--- src/rtl/load_store_unit_if.sv ---
// load_store_unit_if -- request/response and data-memory bus of the load/store unit.
//   Request side : req_valid, req_ready, req_is_store, req_addr, req_wdata
//   Response side: resp_valid, resp_rdata, resp_err
//   Memory side  : mem_read_enable, mem_write_enable, address, write_data, mem_data
// slave  : the load/store unit itself.
// master : the environment (pipeline MEM stage plus data memory).
interface load_store_unit_if;
  logic        req_valid;
  logic        req_ready;
  logic        req_is_store;
  logic [31:0] req_addr;
  logic [31:0] req_wdata;
  logic        resp_valid;
  logic [31:0] resp_rdata;
  logic        resp_err;
  logic        mem_read_enable;
  logic        mem_write_enable;
  logic [31:0] address;
  logic [31:0] write_data;
  logic [31:0] mem_data;

  modport slave (
    input  req_valid, req_is_store, req_addr, req_wdata, mem_data,
    output req_ready, resp_valid, resp_rdata, resp_err,
           mem_read_enable, mem_write_enable, address, write_data
  );

  modport master (
    output req_valid, req_is_store, req_addr, req_wdata, mem_data,
    input  req_ready, resp_valid, resp_rdata, resp_err,
           mem_read_enable, mem_write_enable, address, write_data
  );
endinterface

--- src/rtl/load_store_unit.sv ---
// load_store_unit -- single-outstanding load/store unit for a pipeline MEM stage.
// Accepts one word access at a time, checks alignment and range, drives one
// strobe cycle to a registered data memory and returns a one-cycle response.
// Ports:
//   clk     : clock, all state changes on the rising edge
//   reset_n : asynchronous active-low reset
//   bus     : load_store_unit_if.slave (request, response and memory signals)
// Parameter:
//   MEM_BYTES : byte size of the attached data memory
module load_store_unit #(
  parameter int unsigned MEM_BYTES = 32
) (
  input logic              clk,
  input logic              reset_n,
  load_store_unit_if.slave bus
);

  typedef enum logic [2:0] {
    IDLE,
    RD,
    RD_CAP,
    WR,
    RESP
  } state_e;

  state_e      state_q, state_d;
  logic [31:0] addr_q, addr_d;
  logic [31:0] wdata_q, wdata_d;
  logic [31:0] rdata_q, rdata_d;
  logic        store_q, store_d;
  logic        err_q, err_d;
  logic        accept;
  logic        req_err;

  assign accept  = bus.req_valid && (state_q == IDLE);
  assign req_err = (bus.req_addr[1:0] != 2'b00) || (bus.req_addr >= MEM_BYTES);

  // State register
  always_ff @(posedge clk or negedge reset_n) begin
    if (!reset_n) begin
      state_q <= IDLE;
    end else begin
      state_q <= state_d;
    end
  end

  // Next-state logic
  always_comb begin
    state_d = state_q;
    unique case (state_q)
      IDLE: begin
        if (accept) begin
          if (req_err)               state_d = RESP;
          else if (bus.req_is_store) state_d = WR;
          else                       state_d = RD;
        end
      end
      RD:      state_d = RD_CAP;
      RD_CAP:  state_d = RESP;
      WR:      state_d = RESP;
      RESP:    state_d = IDLE;
      default: state_d = IDLE;
    endcase
  end

  // Moore outputs; the latched store flag also gates the strobes so a read
  // and a write can never coincide.
  always_comb begin
    bus.req_ready        = (state_q == IDLE);
    bus.resp_valid       = (state_q == RESP);
    bus.mem_read_enable  = (state_q == RD) && !store_q;
    bus.mem_write_enable = (state_q == WR) &&  store_q;
  end

  // Request latch and response data
  always_comb begin
    addr_d  = addr_q;
    wdata_d = wdata_q;
    store_d = store_q;
    err_d   = err_q;
    rdata_d = rdata_q;
    if (accept) begin
      addr_d  = bus.req_addr;
      wdata_d = bus.req_wdata;
      store_d = bus.req_is_store;
      err_d   = req_err;
      rdata_d = '0;
    end else if (state_q == RD_CAP) begin
      // Memory zeroes its output once the read strobe is gone, so capture now.
      rdata_d = bus.mem_data;
    end
  end

  always_ff @(posedge clk or negedge reset_n) begin
    if (!reset_n) begin
      addr_q  <= '0;
      wdata_q <= '0;
      store_q <= 1'b0;
      err_q   <= 1'b0;
      rdata_q <= '0;
    end else begin
      addr_q  <= addr_d;
      wdata_q <= wdata_d;
      store_q <= store_d;
      err_q   <= err_d;
      rdata_q <= rdata_d;
    end
  end

  assign bus.address    = addr_q;
  assign bus.write_data = wdata_q;
  assign bus.resp_rdata = rdata_q;
  assign bus.resp_err   = err_q;

endmodule

--- src/flat_wrapper.sv ---
// flat-port wrapper written by rule: the top's interface ports become plain ports
module load_store_unit_flat 
#(
  parameter int unsigned MEM_BYTES = 32
)
  (clk, reset_n, bus_req_valid, bus_req_is_store, bus_req_addr, bus_req_wdata, bus_mem_data, bus_req_ready, bus_resp_valid, bus_resp_rdata, bus_resp_err, bus_mem_read_enable, bus_mem_write_enable, bus_address, bus_write_data);
  load_store_unit_if bus_i ();
  input logic clk;
  input logic reset_n;
  input wire logic [$bits(bus_i.req_valid)-1:0] bus_req_valid;
  input wire logic [$bits(bus_i.req_is_store)-1:0] bus_req_is_store;
  input wire logic [$bits(bus_i.req_addr)-1:0] bus_req_addr;
  input wire logic [$bits(bus_i.req_wdata)-1:0] bus_req_wdata;
  input wire logic [$bits(bus_i.mem_data)-1:0] bus_mem_data;
  output wire logic [$bits(bus_i.req_ready)-1:0] bus_req_ready;
  output wire logic [$bits(bus_i.resp_valid)-1:0] bus_resp_valid;
  output wire logic [$bits(bus_i.resp_rdata)-1:0] bus_resp_rdata;
  output wire logic [$bits(bus_i.resp_err)-1:0] bus_resp_err;
  output wire logic [$bits(bus_i.mem_read_enable)-1:0] bus_mem_read_enable;
  output wire logic [$bits(bus_i.mem_write_enable)-1:0] bus_mem_write_enable;
  output wire logic [$bits(bus_i.address)-1:0] bus_address;
  output wire logic [$bits(bus_i.write_data)-1:0] bus_write_data;
  assign bus_i.req_valid = bus_req_valid;
  assign bus_i.req_is_store = bus_req_is_store;
  assign bus_i.req_addr = bus_req_addr;
  assign bus_i.req_wdata = bus_req_wdata;
  assign bus_i.mem_data = bus_mem_data;
  assign bus_req_ready = bus_i.req_ready;
  assign bus_resp_valid = bus_i.resp_valid;
  assign bus_resp_rdata = bus_i.resp_rdata;
  assign bus_resp_err = bus_i.resp_err;
  assign bus_mem_read_enable = bus_i.mem_read_enable;
  assign bus_mem_write_enable = bus_i.mem_write_enable;
  assign bus_address = bus_i.address;
  assign bus_write_data = bus_i.write_data;
  load_store_unit #(.MEM_BYTES(MEM_BYTES)) u_core (.clk(clk), .reset_n(reset_n), .bus(bus_i));
endmodule
--- config.mk ---
export PLATFORM = sky130hd
export DESIGN_NAME = load_store_unit_flat
export DESIGN_NICKNAME = d
export VERILOG_FILES = /design/src/rtl/load_store_unit_if.sv /design/src/rtl/load_store_unit.sv /design/src/flat_wrapper.sv
export SDC_FILE = /design/constraint.sdc
export NUM_CORES = 1
export LEC_CHECK = 0
export CORE_AREA = 2 2 114 89
export CTS_CLUSTER_SIZE = 14
export DETAILED_ROUTE_END_ITERATION = 10
export DIE_AREA = 0 0 116 91
export PLACE_DENSITY_LB_ADDON = 0.05
export SYNTH_ARGS = -nofsm -noshare
export SYNTH_HDL_FRONTEND = slang
export SYNTH_SLANG_ARGS = --single-unit
--- constraint.sdc ---
create_clock -name clk -period 2.7 [get_ports clk]
set_input_delay 0.54 -clock clk [delete_from_list [all_inputs] [get_ports clk]]
set_output_delay 0.54 -clock clk [all_outputs]
set_load 0.005 [all_outputs]
; Word-level counts from Yosys, hierarchy flattened
; Cells that the tools add are included.
; W data, S select, Z words.
[word_totals]
regBits = 101
word_cells = 27
in_bits = 100
out_inout_bits = 101
[classes]
reduce_logical = 9
magnitude_cmp = 1
n_mux = 6
eq_ne = 5
[ops]
columns = op, count
row1 = $mux W32, 2
row2 = $ge A32 B6 Y1 const B, 1
row3 = $pmux W3 S3, 1
row4 = $eq A3 B2 Y1 const B, 2
row5 = $mux W3, 2
row6 = $reduce_bool A2 Y1, 2
row7 = $eq A3 B1 Y1 const B, 1
row8 = $eq A3 B3 Y1 const B, 1
row9 = $logic_and A1 B1 Y1, 3
row10 = $logic_not A3 Y1, 1
row11 = $mux W2, 1
row12 = $ne A2 B1 Y1 const B, 1
row13 = $reduce_or A2 Y1, 1
row14 = $logic_not A1 Y1, 1
row15 = $logic_or A1 B1 Y1, 1

; Longest topological paths before layout
; Gate-level depths: netlist (run 1).
[logic_depth]
depth_word = 5
mapped_depth = 6
ltp_nobuf = 4

; Worst setup path after synthesis (run 1)
; Ideal clock, no wire load.
[synth_path]
path_kind = input-to-reg
from = input port bus_req_valid
to = register u_core.addr_q[31] (netlist: u_core.bus.address[31])
path_buffers = 1
t_required_ps = 2575
setup_ps = 125
path_stages = 4
t_arrival_ps = 1490
setup_slack_ps = 1085
cell_sequence = nand2b_4 nor3_4 buf_6 mux2_2
[synth_between]
elab_chain_cells = 1
[synth_rtl]
columns = element, line
row1 = start: declaration, flat_wrapper.sv:10  ; input wire logic [$bits(bus_i.req_valid)-1:0] bus_req_valid;
row2 = $logic_and A1 B1 Y1, load_store_unit.sv:35  ; assign accept = bus.req_valid && (state_q == IDLE);
row3 = end signal: assignment, load_store_unit.sv:102  ; addr_q <= addr_d;
row4 = end: declaration, load_store_unit.sv:27  ; logic [31:0] addr_q, addr_d;
; No other way between the ends.
; A chain may end at the register's enable or synchronous reset.

; Worst setup path in the final report (run 1)
[layout_path]
from = register u_core.state_q[2]
to = output port bus_mem_read_enable
[layout_between]
elab_chain_cells = 2
[layout_rtl]
columns = element, line
row1 = start: declaration, load_store_unit.sv:26  ; state_e state_q, state_d;
row2 = start signal: assignment, load_store_unit.sv:43  ; state_q <= state_d;
row3 = $eq A3 B1 Y1, load_store_unit.sv:71  ; bus.mem_read_enable = (state_q == RD) && !store_q;
row4 = $logic_and A1 B1 Y1, load_store_unit.sv:71
row5 = end: declaration, flat_wrapper.sv:19  ; output wire logic [$bits(bus_i.mem_read_enable)-1:0] bus_mem_read_enable;
; No other way between the ends.

==> results of run 1 <==
[per-stage QoR]
step / power [uW] / util (%) / hold WS (ns) / std cells
finish: 3805 / 68.16 / 0.1438 / 643
global placement: 2465 / 64.78 / 0.4697 / 627
detailed placement: 2480 / 64.78 / 0.4784 / 627
floorplan: 1964 / - / 0.2444 / 307
global route: 3994 / 68.16 / 0.1624 / 643
CTS: 3864 / 68.16 / 0.1543 / 643
[placed cells by master (no fill, tap or decap), types with 2 or more instances in the layout]
cell and count:
a21oi_1 33, buf_12 3, buf_4 3, bufinv_16 2, clkbuf_16 9, clkdlybuf4s50_1 199, clkinvlp_4 3, dfrtp_1 101
mux2_1 6, mux2_2 59, nand2_1 65, nand4_1 2, nor2_1 5, nor3_1 2, nor4_1 6
[flip-flops by register name (all words and copies together) (netlist names)]
name and cells:
u_core.bus.resp_rdata 32, u_core.bus.address 32, u_core.bus.write_data 32, u_core.state_q 3
u_core.bus.resp_err 1, u_core.store_q 1
[kinds of logic (layout without fill, tap and decap cells)]
| kind of cell | Yosys count | in the layout | share of synthesized area (%) |
|---|---|---|---|
| DFF | 101 | 101 | 63.78 |
| and+or+nand+nor | 89 | 89 | 10.04 |
| muxes | 65 | 65 | 18.47 |
| AOI/OAI and AO/OA | 35 | 35 | 4.579 |
| buffers and inverters | 17 | 221 | 3.126 |
[worst reg2reg max path, delay by kind of cell (launching register included)]
family                 cells  cell delay, ns
AO/OA/AOI/OAI              1            0.14
buffers and inverters      1            0.23
AND/OR/NAND/NOR            3            0.76
flip-flops                 1            0.46
[power by group through the flow]
stage / Combinational (uW) / Sequential (uW) / Clock [uW]
floorplan: 195 / 1770 / 0
global placement: 710 / 1760 / 0
detailed placement: 718 / 1760 / 0
CTS: 722 / 1740 / 1410
global route: 759 / 1750 / 1480
finish: 708 / 1730 / 1360
[routing by layer]
layer / track usage (%) / vias up / wire, um
li1: - / 1457 / -
met1: 24.17 / 1458 / 4159
met2: 32.16 / 121 / 4869
met3: 9.680 / 6 / 1032
met4: 4.960 / 0 / 71
met5: 0 / - / 0
[layout make-up]
cell class | instances | area, sq um
Fill cell | 746 | 2989
Tap cell | 132 | 165.2
Timing Repair Buffer | 205 | 2074
Clock buffer | 10 | 229.0
Sequential cell | 101 | 2527
Multi-Input combinational cell | 189 | 1314
Clock inverter | 6 | 87.58
[final timing paths]
path	from	endpoint	slack, ns	cells after the start
worst max-delay path	u_core.state_q[2]$_DFFE_PN0P_	bus_mem_read_enable	0.39	2
max in group asynchronous	reset_n	u_core.bus.write_data[26]$_DFFE_PN0P_	1.85	2
worst max register to register	u_core.state_q[2]$_DFFE_PN0P_	u_core.bus.resp_rdata[6]$_DFFE_PN0P_	1.03	5
worst min-delay path	reset_n	u_core.bus.write_data[19]$_DFFE_PN0P_	0.14	1
min in group clk	u_core.bus.address[30]$_DFFE_PN0P_	u_core.bus.address[30]$_DFFE_PN0P_	0.49	1
worst min register to register	u_core.bus.address[30]$_DFFE_PN0P_	u_core.bus.address[30]$_DFFE_PN0P_	0.49	1
==> results.md, run 1 <==
- STA puts the critical path data required time at 2.16 ns.
- The number of library cell types mapped by synthesis is 22.
- The first routing iteration left between 150 and 200 violations.
- The most common cell in the synthesized netlist is dfrtp_1.
- The routed wirelength normalized by instance count is 15.76 um.
- The internal power is around 3000 uW.
- Row generation in the floorplan step produced 31 rows.
- The worst setup path is captured at a primary output.
- The slowest library cell on the worst path is clkdlybuf4s50_1.
- The clock-pin slew on the worst setup and hold paths is ~0.060 ns.
- In this run, synthesis inferred 0 flip-flops with an integrated enable.
- dfrtp_1 takes more of the synthesized area than any other cell.
- After routing, the total negative slack on setup checks comes to 0 ns.
- Sorting the synthesized cells by area gives the leading types as dfrtp_1 (64%), mux2_2 (17%), nand2_1 (6.2%).
- The flip-flop and latch count after synthesis is ~100.
- The count of synthesis-stage warnings from yosys is 0.
- The tightest min-delay check is of the primary input to asynchronous set/reset pin type.
- The number of buffers and inverters on the critical path is 1.
- The remaining antenna violation count is 0.
- The transition time of the tightest slew-check pin is roughly 0.60 ns.
- Once routing completed, OpenROAD measured the worst setup slack at 0.3856 ns.
- The final-report hold violation count came to 0.
- Before CTS, the worst setup slack after placement is approximately 0.54 ns.
- Grouping stages by cell kind, the critical path spends the most delay in buffers and inverters.
- The floorplan step defined a core boundary enclosing 9387 sq um.
- The maximum vdd ir drop is 0.4379 mV.
- The wire length reported by the detailed router is about 10,000 um.
- The post-CTS repair timing setup buffer count is 0.
- For the final database, setup skew stands at between 0.006 and 0.007 ns.
- The maximum frequency from static timing analysis is around 0.43 GHz.
- After routing the design area is about 6400 sq um.
- The number of nets in the layout is 606.
- The first global-routing pass estimated roughly 16,000 um of wire.
- The number of sinks on the clock net is 101.
- The number of violations of the max-capacitance limit is 0.
- The cell at the root of the clock tree is clkbuf_16.
- The buffer depth of the longest clock path is 2.
- After synthesis, the share of flip-flops with an asynchronous set or reset is between 90% and 100%.
- The number of antenna violations at the first check in global routing is 0.
- The final critical-path required period is approximately 2.3 ns.
- The total overflow left after global routing is 0.
- The critical path is of the flip-flop to primary output type.
- Of all nets on the critical path, the largest fanout is 7.
- The max-slew violation total from the final report came to 0.
- The fraction of layout instances using a drive strength above 1 is approximately 16%.
- Counting every instance in the synthesized netlist gives roughly 310.
- The part of the total power dissipated in sequential elements is 45.6%.
- A synthesized cell averages 12.91 sq um.
- about 200 I/O pins were placed.
- The share of total power consumed by net switching is between 20% and 30%.
- Synthesis produced a netlist with a net count of approximately 410.
- The worst-skew pair later-pin latency is around 0.34 ns.
- The hold buffer count at cts is 0.
- Routability-driven placement finished with a final weighted congestion of between 0.7 and 0.8.
- The via count of the first global-routing pass is ~3,200.
- Traced cell by cell, the critical path runs through nor4b_1 > clkdlybuf4s50_1.
- The y dimension of the die is between 90 and 100 um.
- The post-DP HPWL is ~7400 um.
- The area of the mapped netlist is just under 4000 sq um.
- The final number of setup-violating endpoints is 0.
- The combinational group share of total power is a little under a fifth.
- The starting density of the core is a little over two fifths.
- For this run, the detailed router's first-pass iteration total came to 4.
- The width of the die is around 120 um.
- The count of vias placed by the detailed router is between 3,000 and 4,000.
- The most used flip-flop cell after synthesis is dfrtp_1.
- In this run, CTS created clock tree buffers numbering 9.
- For this run, the total global-route usage over all layers was measured as between 15 and 20%.
- The area growth from synthesis to final layout is 61.45%.
- The worst-case headroom to the max-slew limit is between 50% and 60%.
- In the synthesized netlist, the cells that appear most often are dfrtp_1 (101), nand2_1 (65), mux2_2 (59).
- Setup repair after global routing left no endpoint under its margin.
- The die covers between 10,000 and 15,000 sq um.
- Summed over all nets, the switching power comes to approximately 840 uW.
- After detailed placement, the total cell area comes to around 6100 sq um.
- The share of the yosys chip area belonging to registers is 63.78%.
- The count of inserted antenna diode cells is 0.
- The clock tree from TritonCTS is done.
- The final worst-path cycle share is between 80% and 90%.
- The largest single stage delay on the critical path is ~0.60 ns.
- The largest net degree at the start of global routing is 67.
- The count of port buffers added during placement is 200.
- The run finished with clean final reports.
- In this run the power density over the cells is 594.9 nW/um^2.
- The static leakage power is roughly 0.0026 uW.
- The top-area cell type share of the netlist area is around 64%.
- Dividing the detail-routed via count by the number of cells gives ~4.7.
- After clock tree synthesis, the repair step resized 0 gates.
- The count of H-tree levels built during CTS is 3.
- The clock network is responsible for between 30 and 40% of the overall power.
- For this run, design rule violations remaining after detail routing come to 0.
- STA classifies the critical path startpoint as a flip-flop.
- At the worst endpoint, the arrival time is 1.77 ns.
No activity file was read; power rests on OpenSTA's default activity.
==> run 2: changes to the inputs <==
--- a/config.mk
+++ b/config.mk
@@ -9,7 +9,7 @@
 export CTS_CLUSTER_SIZE = 14
 export DETAILED_ROUTE_END_ITERATION = 10
 export DIE_AREA = 0 0 116 91
-export PLACE_DENSITY_LB_ADDON = 0.05
+export PLACE_DENSITY = 0.81
 export SYNTH_ARGS = -nofsm -noshare
 export SYNTH_HDL_FRONTEND = slang
 export SYNTH_SLANG_ARGS = --single-unit
==> run 2 against run 1 <==
Net effect: clock power fell by 10%; via count rose by 3.4%; clock skew fell by 0.0015 ns; global-route usage up 0.86 points; register-to-register slack lost 0.17 ns; non-clock buffer count up 3; sequential power hardly changed; utilization about the same; power shrank 3.2%; design area hardly changed; critical endpoint is now bus_mem_write_enable.
==> results.md, run 2 (synthesis gave the netlist of run 1 again) <==
- The run finished with clean final reports.
- The CTS buffer count came to 9 (unchanged).
- The nature of the critical path startpoint is a flip-flop.
- The cell family contributing the most delay on the critical path is buffers and inverters.
- Leaving out fill and tap cells, the most frequent cells in the layout are clkdlybuf4s50_1 (199), dfrtp_1 (101), nand2_1 (65), mux2_2 (59), a21oi_1 (33).
- The final worst-path cycle share is 84.37% (-1.3 points).
- The core area is 9387 sq um (unchanged).
- The transition time of the tightest slew-check pin is 0.7437 ns (+0.1389 ns).
- The maximum frequency from static timing analysis is 0.4390 GHz (+1.6%).
- The data arrival time of the critical path is 1.74 ns (-0.03 ns).
- The share of total power consumed by net switching is 22.93% (+0.85 points).
- The worst-case headroom to the max-slew limit is 50.42% (-9.3 points).
- The area growth from synthesis to final layout was 61.41% (about the same).
- The sum of internal, switching and leakage power is 3684 uW (-3.2%).
- The most common cell after layout, fill and taps aside is clkdlybuf4s50_1.
- The internal reg-to-reg setup slack is 0.86 ns (-0.17 ns).
- The number of remaining DRC errors was 0 (unchanged).
- The wire length reported by the detailed router is 10,690 um (+5.5%).
- The required time at the worst-slack endpoint is 2.16 ns (about the same).
- The internal power is 2839 uW (-4.2%).
- The total global-route track usage is 20.85% (+0.86 points).
- The count of port buffers added during placement is 200 (unchanged).
- The delay contributed by the slowest stage of the critical path is 0.52 ns (-0.08 ns).
- The areal power density over the cells was 576.0 nW/um^2 (-3.2%).
- The clock tree skew after final layout is 0.004584 ns (-0.001454 ns).
- The critical path depth in cells came to 3 (+1).
- The minimum setup slack in the final design was 0.4220 ns (+0.03642 ns).
- The end of the worst register-to-register path is u_core.bus.write_data[31]$_DFFE_PN0P_.
- Setup repair after global routing left no endpoint under its margin.
- The critical path is of the flip-flop to primary output type.
- Walking the worst path, the cells encountered are nand2b_1 > nor2_1 > clkdlybuf4s50_1.
- The count of vias placed by the detailed router is 3,145 (+3.4%).
- The global placer's final weighted congestion came to 0.7812 (+7.4%).
- The violation count after the first detailed-routing iteration is 168 (-1.8%).
- The worst-skew pair later-pin latency came to 0.34 ns (about the same).
- The slowest stage of the critical path is the clkdlybuf4s50_1 cell.
- The total overflow reported by the global router is 0 (unchanged).
- The number of antenna violations at the first check in global routing is 0 (unchanged).
- The final number of setup-violating endpoints is 0 (unchanged).
- The remaining antenna violation count came to 0 (unchanged).
- The global-route wire length before repair is 16,870 um (+4.4%).
- The starting density of the core came to 42.22% (unchanged).
- The number of primary I/O pins is 201 (unchanged).
- The clock-pin slew on the worst setup and hold paths is 0.06 ns (about the same).
- The pre-CTS setup slack was 0.3622 ns (-0.1766 ns).
- The largest fanout of any net on the critical path is 7 (unchanged).
- The power share of the clock group is 33.0% (-2.8 points).
- The beginning of the worst register-to-register path is u_core.state_q[0]$_DFFE_PN0P_.
- TritonCTS built the clock tree.
- The maximum vdd ir drop was 0.6041 mV (+38%).
- The width of the die is 116 um (unchanged).
- The via count of the first global-routing pass is 3,319 (+3.9%).
- The count of fill cells added during filler insertion is 683 (-8.4%).
- The max-slew violation total from the final report is 0 (unchanged).
- The number of violations of the max-capacitance limit is 0 (unchanged).
- The final-layout worst hold slack is 0.2634 ns (+0.1196 ns).
- The total negative slack for setup checks was 0 ns (unchanged).
- The count of inserted antenna diode cells is 0 (unchanged).
- The part of the total power dissipated in sequential elements is 47.2% (+1.6 points).
- The routed wirelength normalized by instance count is 16.55 um (+5.0%).
- The tightest min-delay check is of the primary input to asynchronous set/reset pin type.
- The count of H-tree levels built during CTS is 3 (unchanged).
- The static leakage power is 0.002575 uW (+0.29%).
- The post-CTS repair timing setup buffer count is 0 (unchanged).
- The die area is 10,560 sq um (unchanged).
- The hold buffer count at cts came to 0 (unchanged).
- The y dimension of the die is 91 um (unchanged).
- The per-cell via count in the routed design is 4.868 (+2.9%).
- The path depth of the worst reg2reg path is 4 (-1).
- The count of instances resized after the clock tree is built is 0 (unchanged).
- The number of nets in the layout was 609 (+0.50%).
- The final cell utilization of the core is 68.14% (about the same).
- The first-pass detailed-route iteration total is 5 (+1).
- The final critical-path required period came to 2.278 ns (-0.03642 ns).
- The worst setup path is captured at a primary output.
- The critical path buffer and inverter count is 1 (unchanged).
- The buffer depth of the longest clock path came to 2 (unchanged).
- The net switching component of the power is 844.8 uW (+0.53%).
- The largest net degree at the start of global routing is 57 (-15%).
- The fraction of layout instances using a drive strength above 1 was 16.73% (+0.29 points).
- The combinational group share of total power is 19.8% (+1.2 points).
- The cell at the root of the clock tree is clkbuf_16.
- The final-report hold violation count is 0 (unchanged).
- The post-DP HPWL came to 7962 um (+7.8%).
- The number of standard-cell rows in the floorplan is 31 (unchanged).
- The number of sinks on the clock net is 101 (unchanged).
## run 2: metal layers
layer / global-route usage, % / vias to the layer above / share of wire (%)
met4: 5.655 / 0 / 1.1
met3: 10.68 / 9 / 12
met5: 0 / - / 0
li1: - / 1456 / -
met2: 34.36 / 131 / 49
met1: 23.89 / 1549 / 38
## run 2: stage by stage
step	cells	cell area, sq um
finish	646	6396
global route	646	6396
CTS	646	6396
detailed placement	630	6116
global placement	630	6116
floorplan	307	3963
## run 2: area by class of cell
class	count	area, sq um	area share [%]
multi-input cells	189	1314	20.54
clock buffers	13	260.3	4.069
well taps	132	165.2	2.582
repair buffers	208	2110	32.98
clock inverters	3	20.02	0.3130
flip-flops and latches	101	2527	39.51
## run 2: worst max path at each step
stage	startpoint	end	slack (ns)
6_report	u_core.state_q[2]$_DFFE_PN0P_	bus_mem_write_enable	0.42
5_1_grt	u_core.state_q[2]$_DFFE_PN0P_	bus_mem_read_enable	0.32
4_1_cts	u_core.state_q[2]$_DFFE_PN0P_	bus_mem_write_enable	0.39
3_5_place_dp	bus_req_valid	u_core.bus.write_data[31]$_DFFE_PN0P_	0.36
3_3_place_gp	bus_req_valid	u_core.bus.address[31]$_DFFE_PN0P_	0.42
2_1_floorplan	bus_req_valid	u_core.bus.address[31]$_DFFE_PN0P_	1.08
## run 2: power groups by stage
stage               registers (uW)  clock network (uW)  logic (uW)
floorplan                     1770                   0         195
global placement              1760                   0         722
detailed placement            1770                   0         738
CTS                           1740                1250         743
global route                  1760                1310         782
finish                        1740                1220         730
